File: config.mk
export PLATFORM = sky130hd
export DESIGN_NAME = if_fetch_stage
export DESIGN_NICKNAME = d
export VERILOG_FILES = /design/src/rtl/mips_pkg.sv /design/src/rtl/if_fetch_stage.sv
export SDC_FILE = /design/constraint.sdc
export NUM_CORES = 1
export LEC_CHECK = 0
export BUFFER_PORTS_ARGS = -buffer_cell sky130_fd_sc_hd__clkbuf_2
export CAP_MARGIN = 30
export CORE_UTILIZATION = 46
export CTS_CLUSTER_SIZE = 30
export DETAILED_ROUTE_END_ITERATION = 10
export PLACE_DENSITY = 0.85
export SYNTH_ARGS = -nofsm -noshare
export SYNTH_HDL_FRONTEND = slang
export SYNTH_SLANG_ARGS = --single-unit
File: constraint.sdc
create_clock -name clk -period 5.1 [get_ports clk]
set_clock_uncertainty 0.05 [all_clocks]
set_input_delay 0.51 -clock clk [delete_from_list [all_inputs] [get_ports clk]]
set_output_delay 0.51 -clock clk [all_outputs]
set_load 0.02 [all_outputs]
File: src/rtl/mips_pkg.sv
// Shared MIPS pipeline definitions: reset vector, bubble encoding and the
// instruction-fetch state enum used by the fetch stage, hazard unit and benches.
package mips_pkg;

  localparam int unsigned XLEN = 32;

  // sll $0,$0,0 encodes as all zeros
  localparam logic [XLEN-1:0] NOP_INSTR_DEFAULT = 32'h0000_0000;
  localparam logic [XLEN-1:0] RESET_PC_DEFAULT  = 32'h0000_0000;

  typedef enum logic [1:0] {
    BOOT = 2'd0,
    REQ  = 2'd1,
    HOLD = 2'd2,
    DROP = 2'd3
  } fetch_state_e;

endpackage

File: src/rtl/if_fetch_stage.sv
// Instruction-fetch stage. Owns the PC, runs one req/ack access at a time to
// instruction memory, honours stall (hold) and redirect (flush + refetch), and
// every cycle presents PC+4 and an instruction or a NOP bubble to IF/ID.
//
// Ports:
//   clk, rst_n        rising-edge clock, async active-low reset
//   stall             hold the presented instruction, do not advance
//   redirect_valid/pc taken branch/jump; target bits [1:0] ignored
//   imem_req/addr     fetch request, address stable while req is high
//   imem_ack/rdata    one-cycle completion pulse with the instruction word
//   PC_out            pc+4 of the presented instruction
//   instruction_out   presented instruction (NOP_INSTR when a bubble)
//   inst_valid        1 when instruction_out is a real instruction
module if_fetch_stage
  import mips_pkg::*;
#(
  parameter logic [31:0] RESET_PC  = RESET_PC_DEFAULT,
  parameter logic [31:0] NOP_INSTR = NOP_INSTR_DEFAULT
) (
  input  logic        clk,
  input  logic        rst_n,
  input  logic        stall,
  input  logic        redirect_valid,
  input  logic [31:0] redirect_pc,
  output logic        imem_req,
  output logic [31:0] imem_addr,
  input  logic        imem_ack,
  input  logic [31:0] imem_rdata,
  output logic [31:0] PC_out,
  output logic [31:0] instruction_out,
  output logic        inst_valid
);

  localparam int unsigned AW = 32;

  fetch_state_e  r_state;
  fetch_state_e  w_state_nxt;
  logic [AW-1:0] r_pc;
  logic [AW-1:0] w_pc_nxt;
  logic [AW-1:0] r_hold;
  logic [AW-1:0] w_hold_nxt;
  logic [AW-1:0] r_drop_addr;
  logic [AW-1:0] w_drop_nxt;
  logic [AW-1:0] w_pc_inc;
  logic [AW-1:0] w_target;
  logic          w_unused_ok;

  assign w_pc_inc    = AW'(r_pc + 32'd4);
  assign w_target    = {redirect_pc[31:2], 2'b00};
  assign w_unused_ok = &{1'b0, redirect_pc[1:0]};

  // State, PC, hold and drop-address registers
  always_ff @(posedge clk or negedge rst_n) begin
    if (!rst_n) begin
      r_state     <= BOOT;
      r_pc        <= RESET_PC;
      r_hold      <= NOP_INSTR;
      r_drop_addr <= RESET_PC;
    end else begin
      r_state     <= w_state_nxt;
      r_pc        <= w_pc_nxt;
      r_hold      <= w_hold_nxt;
      r_drop_addr <= w_drop_nxt;
    end
  end

  // Next-state, next-PC mux and presented outputs; redirect > stall > advance
  always_comb begin
    w_state_nxt     = r_state;
    w_pc_nxt        = r_pc;
    w_hold_nxt      = r_hold;
    w_drop_nxt      = r_drop_addr;
    imem_req        = 1'b0;
    imem_addr       = r_pc;
    PC_out          = w_pc_inc;
    instruction_out = NOP_INSTR;
    inst_valid      = 1'b0;

    case (r_state)
      BOOT: begin
        if (redirect_valid) w_pc_nxt = w_target;
        w_state_nxt = REQ;
      end

      REQ: begin
        imem_req = 1'b1;
        if (redirect_valid) begin
          w_pc_nxt = w_target;
          // Access still in flight: remember its address so it completes cleanly
          if (!imem_ack) begin
            w_drop_nxt  = r_pc;
            w_state_nxt = DROP;
          end
        end else if (imem_ack) begin
          instruction_out = imem_rdata;
          inst_valid      = 1'b1;
          if (stall) begin
            w_hold_nxt  = imem_rdata;
            w_state_nxt = HOLD;
          end else begin
            w_pc_nxt = w_pc_inc;
          end
        end
      end

      HOLD: begin
        if (redirect_valid) begin
          w_pc_nxt    = w_target;
          w_state_nxt = REQ;
        end else begin
          instruction_out = r_hold;
          inst_valid      = 1'b1;
          if (!stall) begin
            w_pc_nxt    = w_pc_inc;
            w_state_nxt = REQ;
          end
        end
      end

      DROP: begin
        // Keep the killed address on the bus until memory acknowledges it
        imem_req  = 1'b1;
        imem_addr = r_drop_addr;
        if (redirect_valid) w_pc_nxt = w_target;
        if (imem_ack) w_state_nxt = REQ;
      end

      default: begin
        w_state_nxt = BOOT;
      end
    endcase
  end

endmodule

==> results of run 1 <==
-- state kept, by name (all words and copies together), names as in the netlist --
| name | flops |
|---|---|
| r_pc | 30 |
| r_state | 2 |
| r_drop_addr | 30 |
| r_hold | 32 |
-- Yosys cell counts (2+ instances only) --
cell       number
a21oi_1        31
a221o_1         3
a22oi_1        33
a2bb2oi_1      11
a31oi_1         3
and3_1          2
and4_1          2
buf_1           2
buf_2          14
buf_4           4
clkbuf_1       30
dfrtp_1        94
ha_1            4
inv_1           8
mux2_2         86
mux2i_1         4
nand2_1        43
nand3_1        13
nand4_1         8
nor2_1         58
nor2b_1         3
nor3_1          4
nor3b_1         2
nor4_1          2
nor4_4          2
o21ai_0        21
o22a_1          3
o22ai_1        13
o2bb2a_1        2
or2_2           3
or3_1           2
xnor2_1        24
xor2_1          6
-- power breakdown --
group | total, mW | switching (mW) | internal, mW
combinational | 2.19 | 1.25 | 0.938
clock | 0.614 | 0.275 | 0.339
sequential | 1.44 | 0.341 | 1.10
total | 4.25 | 1.87 | 2.38
-- area by class of cell --
type                            instances  area share
Inverter                                8     0.00454
Sequential cell                        94       0.356
Clock inverter                          1     0.00114
Timing Repair Buffer                  169       0.138
Clock buffer                           13      0.0379
Multi-Input combinational cell        400       0.436
Tap cell                              143      0.0271
-- through the flow --
step	setup WS, ns	util
after CTS	1.93	0.574
after detailed placement	2.30	0.551
after floorplan	2.73	-
after global placement	1.97	0.547
final	1.95	0.574
after global routing	1.74	0.574
-- final timing paths --
path	from	endpoint	slack (ns)
max	r_pc[2]$_DFFE_PN0P_	PC_out[24]	1.95
min	rst_n	r_pc[14]$_DFFE_PN0P_	0.09
max reg2reg	r_state[0]$_DFFE_PN0P_	r_pc[12]$_DFFE_PN0P_	2.54
min reg2reg	r_drop_addr[29]$_DFFE_PN0P_	r_drop_addr[29]$_DFFE_PN0P_	0.43
max in group asynchronous	rst_n	r_pc[17]$_DFFE_PN0P_	3.78
min in group clk	redirect_pc[2]	r_pc[2]$_DFFE_PN0P_	0.34
-- logic make-up (layout without fill, tap and decap cells) --
| kind of cell | after synthesis | count (layout) | synth area share |
|---|---|---|---|
| simple gates | 149 | 149 | 0.133 |
| other cells | 1 | 4 | 0.000686 |
| fa+ha+maj | 4 | 4 | 0.00916 |
| compound gates | 123 | 123 | 0.147 |
| mux | 90 | 90 | 0.185 |
| buf+inv | 59 | 191 | 0.0467 |
| xor+xnor | 30 | 30 | 0.0481 |
| flops | 94 | 94 | 0.430 |
-- layer usage --
layer  share of wire  wire [um]
met4           0.014        192
met1            0.43       5980
met5               0          0
met2            0.48       6600
met3           0.076       1050
==> flow_summary.toml, run 1 <==
[outcome]
status = "finished with violations"
violations = "design-rule violations"

[yosys]
ys_types = 43
synth-main-ff-cell = "dfrtp_1"
synth_seq_cells = 94
synth_area_leader_cell = "dfrtp_1"
yosys_warnings = 0
syn_area_per_cell_um2 = 9.94
synth_area_mm2 = 0.00547
synth_top_area_share = 0.430
yosys-top-cells-area = "dfrtp_1 43%, mux2_2 18%, a22oi_1 4.5%, nor2_1 4.0%, xnor2_1 3.8%"
synth-async-reset-ratio = 1.00
synth_edf_count = 0
synth_seq_area_share = 0.430
synth_cells = 550

[grt]
use_met2 = 0.387
antenna_found_initial = 0
grt_pass1_wl_um = 22700
grt_pass1_vias = 4578
overflow = 0
top_usage_layer = "met2"
grtUsageTotal = 0.232
grt_max_degree = 53
grt.met3_usage = 0.0590
met1_usage = 0.289

[power_and_ir_drop]
power_density_mw_per_mm2 = 643
leakagePower_nw = 2.98
ir_drop_mv = 0.306
power_mw = 4.25

[sta]
slew_violations = 0
finalSetupTns_ns = 0
post-route-min-period_ns = 3.15
worstMarginPinSlew_ns = 0.789
fmax_mhz = 317
relSlewSlack = 0.474
finalCritPeriodShare = 0.618
hold_slack_ns = 0.0868
setup_viol = 0
rsz0062_at_grt = "false"
finalHoldViolations = 0

[routing]
avgRoutedWirePerCell_um = 16.7
via_per_inst = 5.58
antenna_left = 0
route.detailed.drc = 26
first_pass_iters = 8
drt_iter0_markers = 323
vias = 4624
wirelength_um = 13800

[setup_path]
worst-path-stages = 6
path_buf_inv = 1
slowest_delay_ns = 0.50
cp.arrival_ns = 2.59
cpMostUsedCell = "nand3_1"
end_kind = "primary output"
crit_type = "reg2out"
cp_max_fo = 8
slowest_stage = "nor4_4"
crit_chain = "ha_1 -> nand3_1 -> nor4_4 -> nand3_1 -> xnor2_1 -> clkbuf_2"
start_kind = "register"
crit_family = "simple AND/OR/NAND/NOR gates"
reg2reg_depth = 5
cp.required_ns = 4.54

[finish]
drive_gt1_frac = 0.404
register_area_mm2 = 0.00235
area_delta_synth_final_pct = 20.9
antennaDiodeCount = 0
fin_area_mm2 = 0.00661
final_cell_mix = "159 x clkbuf_2, 94 x dfrtp_1, 86 x mux2_2, 57 x nor2_1, 43 x nand2_1"
final_cells = 828
multi_input_area_mm2 = 0.00288
nFillCells = 991
fin_nets = 755
layout_commonest_cell = "clkbuf_2"

[clock_tree]
cts_setup_buffers = 0
clk_pin_slew_worst_paths_ns = 0.06
clk-insertion-delay-late_ns = 0.34
cts_hold_buffers = 0
cts_tree = "done"
cts-root-buf = "clkbuf_16"
h-tree-depth = 3
cts_buffers = 9
clockBufferDepth = 2
cts_resized = 0
cts_sinks = 94

[placement]
dp_cells = 814
place_congestion = 0.813
io_buffers = 160
dp_hpwl_um = 9790
placed_area_mm2 = 0.00635

[die]
die_x_um = 111
die_h_um = 111
core_mm2 = 0.0115
initial_core_util = 0.475
io_pins = 167
row_count = 39
die_area_mm2 = 0.0123

[worst_hold_path]
hp-class = "in2async"

[job]
cap_violations = 0
No activity file was read; power rests on OpenSTA's default activity.
==> run 2: changes to the inputs <==
==> constraint.sdc (replaced) <==
create_clock -name clk -period 3.05 [get_ports clk]
set_clock_uncertainty 0.05 [all_clocks]
set_input_delay 0.305 -clock clk [delete_from_list [all_inputs] [get_ports clk]]
set_output_delay 0.305 -clock clk [all_outputs]
set_load 0.02 [all_outputs]
==> flow_summary.toml, run 2 (synthesis gave the netlist of run 1 again) <==
[setup_path]
r2r-start = "r_pc[3]$_DFFE_PN0P_"
reg2reg_depth = 6
slowest_delay_ns = 0.51
worst-r2r-setup-slack_ns = 0.73
cp.required_ns = 2.69
crit_family = "simple AND/OR/NAND/NOR gates"
end_kind = "primary output"
reg2reg_to = "r_pc[14]$_DFFE_PN0P_"
slowest_stage = "nor3_1"
cp.arrival_ns = 2.49
start_kind = "register"
cp_max_fo = 7
crit_type = "reg2out"
crit_chain = "ha_1 -> nand3_1 -> nor3_1 -> nand4_1 -> xnor2_1 -> clkbuf_2"
path_buf_inv = 1

[finish]
reg.largest.list = "r_hold: 32 flops, r_drop_addr: 30 flops, r_pc: 30 flops"
fin_area_mm2 = 0.00673
largest_reg_flops = 32
top_register = "r_hold"
fin_nets = 767
antennaDiodeCount = 0
nFillCells = 990
layout_commonest_cell = "clkbuf_2"
drive_gt1_frac = 0.419
final_cell_mix = "159 x clkbuf_2, 94 x dfrtp_1, 86 x mux2_2, 57 x nor2_1, 43 x nand2_1"
area_delta_synth_final_pct = 23.1

[power_and_ir_drop]
switching_share = 0.436
combPwrFrac = 0.507
leakagePower_nw = 3.06
p_int_mw = 4.10
p_seq_frac = 0.331
p_switching_mw = 3.17
ir_drop_mv = 0.517
power_density_mw_per_mm2 = 1080
share_clk_of_total_power = 0.162

[sta]
post-route-min-period_ns = 2.85
fmax_mhz = 351
finalSetupTns_ns = 0
worstMarginPinSlew_ns = 0.720
finalHoldViolations = 0
rsz0062_at_grt = "false"
setup_viol = 0
relSlewSlack = 0.519
hold_slack_ns = 0.127
slew_violations = 0
finalCritPeriodShare = 0.934

[routing]
wirelength_um = 14000
vias = 4741
antenna_left = 0
drt_iter0_markers = 338
route.detailed.drc = 24
met3WireLength_um = 1080
highest_layer = "met5"
via_per_inst = 5.63
first_pass_iters = 9
wl_met1_um = 5910
avgRoutedWirePerCell_um = 16.6
met2_wirelength_um = 6760

[grt]
grtUsageTotal = 0.238
grt_pass1_vias = 4647
antenna_found_initial = 1
grt_max_degree = 55
overflow = 0
grt_pass1_wl_um = 23400

[clock_tree]
cts_buffers = 9
clk_pin_slew_worst_paths_ns = 0.07
clk-insertion-delay-late_ns = 0.35
cts-root-buf = "clkbuf_16"
cts_tree = "done"
cts_resized = 0
clockBufferDepth = 2
h-tree-depth = 3
cts_sinks = 94

[worst_hold_path]
whs_path_depth = 3
hp-start = "redirect_pc[27]"
hp-class = "in2reg"
whs_endpoint = "r_pc[27]$_DFFE_PN0P_"

[job]
cap_violations = 0

[placement]
place_congestion = 0.826
placed_area_mm2 = 0.00640
dp_hpwl_um = 10000
io_buffers = 160

[die]
io_pins = 167
die_x_um = 111
core_mm2 = 0.0115
die_area_mm2 = 0.0123
initial_core_util = 0.475
die_h_um = 111
row_count = 39

[outcome]
status = "finished with violations"
violations = "design-rule violations"
run 2: changes by cell type in the layout (fill, tap and decap cells not counted), sizes merged:
cell	delta
bufinv	+1
clkbuf	-2
clkinv	+2
inv	+1
dlygate4sd3	+1
buf	+11
run 2: how the worst max path moves through the flow:
| stage | endpoint | start | slack (ns) | depth (start not counted) |
|---|---|---|---|---|
| after floorplan | PC_out[28] | r_pc[2]$_DFFE_PN0P_ | 0.88 | 5 |
| after global placement | PC_out[24] | r_pc[3]$_DFFE_PN0P_ | 0.60 | 6 |
| after detailed placement | PC_out[26] | r_pc[3]$_DFFE_PN0P_ | 0.53 | 6 |
| after CTS | PC_out[26] | r_pc[3]$_DFFE_PN0P_ | 0.15 | 6 |
| after global routing | PC_out[28] | r_pc[3]$_DFFE_PN0P_ | 0.02 | 7 |
| final | PC_out[14] | r_pc[3]$_DFFE_PN0P_ | 0.20 | 6 |
run 2: what timing repair did:
item / 4_1_cts / 5_1_grt
hold endpoints to repair: 40 / 0
hold buffers: 1 / 0
buffers inserted: 0 / 1
endpoints found under the setup margin: 0 / 3
run 2: power by group through the flow:
stage | clock network [mW] | logic (mW) | registers, mW
2_1_floorplan | 0 | 2.83 | 2.15
3_3_place_gp | 0 | 3.60 | 2.35
3_5_place_dp | 0 | 3.70 | 2.42
4_1_cts | 1.21 | 3.72 | 2.40
5_1_grt | 1.25 | 3.99 | 2.51
6_report | 1.18 | 3.68 | 2.41
run 2: per-stage QoR:
| stage | utilization | power [mW] | setup WS, ns | instances |
|---|---|---|---|---|
| after floorplan | - | 4.98 | 0.884 | 553 |
| after global placement | 0.556 | 5.95 | 0.602 | 824 |
| after detailed placement | 0.556 | 6.12 | 0.527 | 824 |
| after CTS | 0.583 | 7.33 | 0.145 | 841 |
| after global routing | 0.584 | 7.75 | 0.0246 | 842 |
| final | 0.584 | 7.27 | 0.202 | 842 |
run 2: final cells by class:
class / count / area [um^2] / share of cell area
well taps: 143 / 179 / 0.0266
clock buffers: 11 / 253 / 0.0376
clock inverters: 5 / 56.3 / 0.00837
repair buffers: 181 / 976 / 0.145
multi-input cells: 400 / 2880 / 0.428
inverters: 8 / 30.0 / 0.00447
flip-flops and latches: 94 / 2350 / 0.350
run 2: worst min-delay path: cells and delay by family:
family | cells | cell delay, ns
buf+inv | 1 | 0.07
compound gates | 1 | 0.06
simple gates | 1 | 0.05
run 2: metal layers:
| layer | track usage | vias up |
|---|---|---|
| li1 | - | 2247 |
| met2 | 0.392 | 169 |
| met3 | 0.0694 | 23 |
| met5 | 0 | - |
| met1 | 0.300 | 2300 |
| met4 | 0.0795 | 2 |
==> run 3: changes to the inputs <==
--- a/config.mk
+++ b/config.mk
@@ -5,12 +5,13 @@
 export SDC_FILE = /design/constraint.sdc
 export NUM_CORES = 1
 export LEC_CHECK = 0
+export ABC_AREA = 1
 export BUFFER_PORTS_ARGS = -buffer_cell sky130_fd_sc_hd__clkbuf_2
 export CAP_MARGIN = 30
 export CORE_UTILIZATION = 46
 export CTS_CLUSTER_SIZE = 30
 export DETAILED_ROUTE_END_ITERATION = 10
-export PLACE_DENSITY = 0.85
+export PLACE_DENSITY = 0.84
 export SYNTH_ARGS = -nofsm -noshare
 export SYNTH_HDL_FRONTEND = slang
 export SYNTH_SLANG_ARGS = --single-unit
==> flow_summary.toml, run 3 <==
[routing]
drt_iter0_markers = 472
avgRoutedWirePerCell_um = 13.3
route.detailed.drc = 0
antenna_left = 0
wirelength_um = 15200
first_pass_iters = 5
vias = 5856
via_per_inst = 5.11

[setup_path]
slowest_delay_ns = 0.41
cpMostUsedCell = "nand2_1"
critPathLaunch = "r_state[1]$_DFFE_PN0P_"
start_kind = "register"
cp.required_ns = 2.69
r2r-start = "r_state[1]$_DFFE_PN0P_"
slowest_stage = "dfrtp_1"
worst-r2r-setup-slack_ns = 0.88
end_kind = "primary output"
cp.arrival_ns = 2.14
cp_max_fo = 32
crit_type = "reg2out"
crit_chain = "inv_1 -> ha_1 -> nand2_1 -> nor2_4 -> buf_4 -> nand2_1 -> a21oi_1 -> clkbuf_2"

[sta]
rsz0062_at_grt = "false"
worst_slack_ns = 0.550
setup_viol = 0
finalSetupTns_ns = 0
relSlewSlack = 0.360
hold_slack_ns = 0.125
post-route-min-period_ns = 2.50
slew_violations = 0
finalCritPeriodShare = 0.820
finalHoldViolations = 0
fmax_mhz = 400
worstMarginPinSlew_ns = 0.958

[finish]
register_area_mm2 = 0.00235
antennaDiodeCount = 0
layout_commonest_cell = "nand2_1"
multi_input_area_mm2 = 0.00298
final_util = 0.571
largest_reg_flops = 32
reg.largest.list = "r_hold: 32 flops, r_drop_addr: 30 flops, r_pc: 30 flops"
drive_gt1_frac = 0.231
top_register = "r_hold"
nFillCells = 1143
final_cell_mix = "330 x nand2_1, 159 x clkbuf_2, 94 x dfrtp_1, 76 x o21ai_0, 70 x nor2_1"
area_delta_synth_final_pct = 20.5
final_cells = 1146
fin_nets = 1046
fin_area_mm2 = 0.00692

[outcome]
status = "completed"

[power_and_ir_drop]
leakagePower_nw = 3.58
power_mw = 7.31
ir_drop_mv = 0.608
power_density_mw_per_mm2 = 1060

[placement]
dp_slack_ns = 0.893
dp_cells = 1129
dp_hpwl_um = 10800
io_buffers = 160
place_congestion = 0.896
placed_area_mm2 = 0.00661

[grt]
grt_pass1_wl_um = 24800
grt_pass1_vias = 5106
grt_max_degree = 61
grtUsageTotal = 0.244
overflow = 0
antenna_found_initial = 0

[die]
initial_core_util = 0.474
die_area_mm2 = 0.0129
row_count = 40
core_mm2 = 0.0121
die_x_um = 114
io_pins = 167
die_h_um = 114

[yosys]
synth_seq_cells = 94
synth_edf_count = 0
synth_top_area_share = 0.410
synth_commonest_cells = "330 x nand2_1, 94 x dfrtp_1, 76 x o21ai_0"
synth_most_common_cell = "nand2_1"
synth-main-ff-cell = "dfrtp_1"
synth_area_leader_cell = "dfrtp_1"
synth_cells = 837
ys_types = 30
synth-async-reset-ratio = 1.00
yosys_warnings = 0
yosys-top-cells-area = "dfrtp_1 41%, nand2_1 22%, o21ai_0 6.6%, nand3_1 5.3%, nor2_1 4.6%"
synth_area_mm2 = 0.00574
syn_area_per_cell_um2 = 6.86
synth_seq_area_share = 0.410

[worst_hold_path]
hp-class = "in2reg"
hp-start = "imem_rdata[8]"

[job]
cap_violations = 0

[clock_tree]
cts_buffers = 9
h-tree-depth = 3
clk_pin_slew_worst_paths_ns = 0.06
cts_sinks = 94
cts_resized = 0
cts_tree = "done"
cts-root-buf = "clkbuf_16"
clk-insertion-delay-late_ns = 0.35
clockBufferDepth = 2
-- run 3: cell types whose count changed in the layout (fill, tap and decap cells not counted), moves of 11 or more --
cell	before	now
nand2_1	43	330
mux2_2	86	0
o21ai_0	21	76
nand3_1	13	60
inv_1	8	42
a22oi_1	33	1
xnor2_1	24	0
a21oi_1	31	48
nor2_1	57	70
buf_4	20	8
a2bb2oi_1	11	0
nand2_2	0	11
-- run 3: kinds of logic after synthesis --
kind of cell | synth area share
compound gates | 0.123
xor+xnor | 0.0107
fa+ha+maj | 0.00872
buf+inv | 0.0750
flops | 0.410
other cells | 0.000653
simple gates | 0.372
-- run 3: final timing paths --
kind                                                to  depth (start not counted)
setup / recovery                   instruction_out[10]                          8
hold / removal                   r_hold[8]$_DFFE_PN0P_                          3
setup reg to reg           r_drop_addr[31]$_DFFE_PN0P_                          4
hold reg to reg                 r_hold[29]$_DFFE_PN0P_                          2
max in group asynchronous         r_pc[14]$_DFFE_PN0P_                          3
min in group asynchronous       r_hold[31]$_DFFE_PN0P_                          2
-- run 3: layout make-up --
type | instances | share of cell area
Sequential cell | 94 | 0.340
Clock buffer | 10 | 0.0346
Tap cell | 168 | 0.0304
Timing Repair Buffer | 169 | 0.128
Multi-Input combinational cell | 648 | 0.430
Inverter | 51 | 0.0277
Clock inverter | 6 | 0.00887
-- run 3: per-layer routing --
layer | share of wire | GRT usage | vias up | routed length (um)
met3 | 0.064 | 0.0441 | 23 | 980
met4 | 0.024 | 0.101 | 0 | 371
met1 | 0.44 | 0.322 | 2678 | 6750
met2 | 0.47 | 0.396 | 235 | 7130
li1 | - | - | 2920 | -
met5 | 0 | 0 | - | 0
-- run 3: worst max-delay path, delay by kind of cell, from the launching register on --
kind            cells  cell delay, ns
compound gates      1            0.20
fa+ha+maj           1            0.26
simple gates        3            0.30
flops               1            0.41
buf+inv             3            0.61
-- run 3: where the power goes --
group / total [mW] / internal, mW / switching, mW
registers: 2.33 / 1.85 / 0.480
logic: 3.84 / 1.14 / 2.70
clock network: 1.14 / 0.655 / 0.487
total: 7.31 / 3.65 / 3.66
-- run 3: what timing repair did --
action	CTS	global route
hold endpoints to repair	49	0
buffers inserted	0	0
hold buffers	1	0
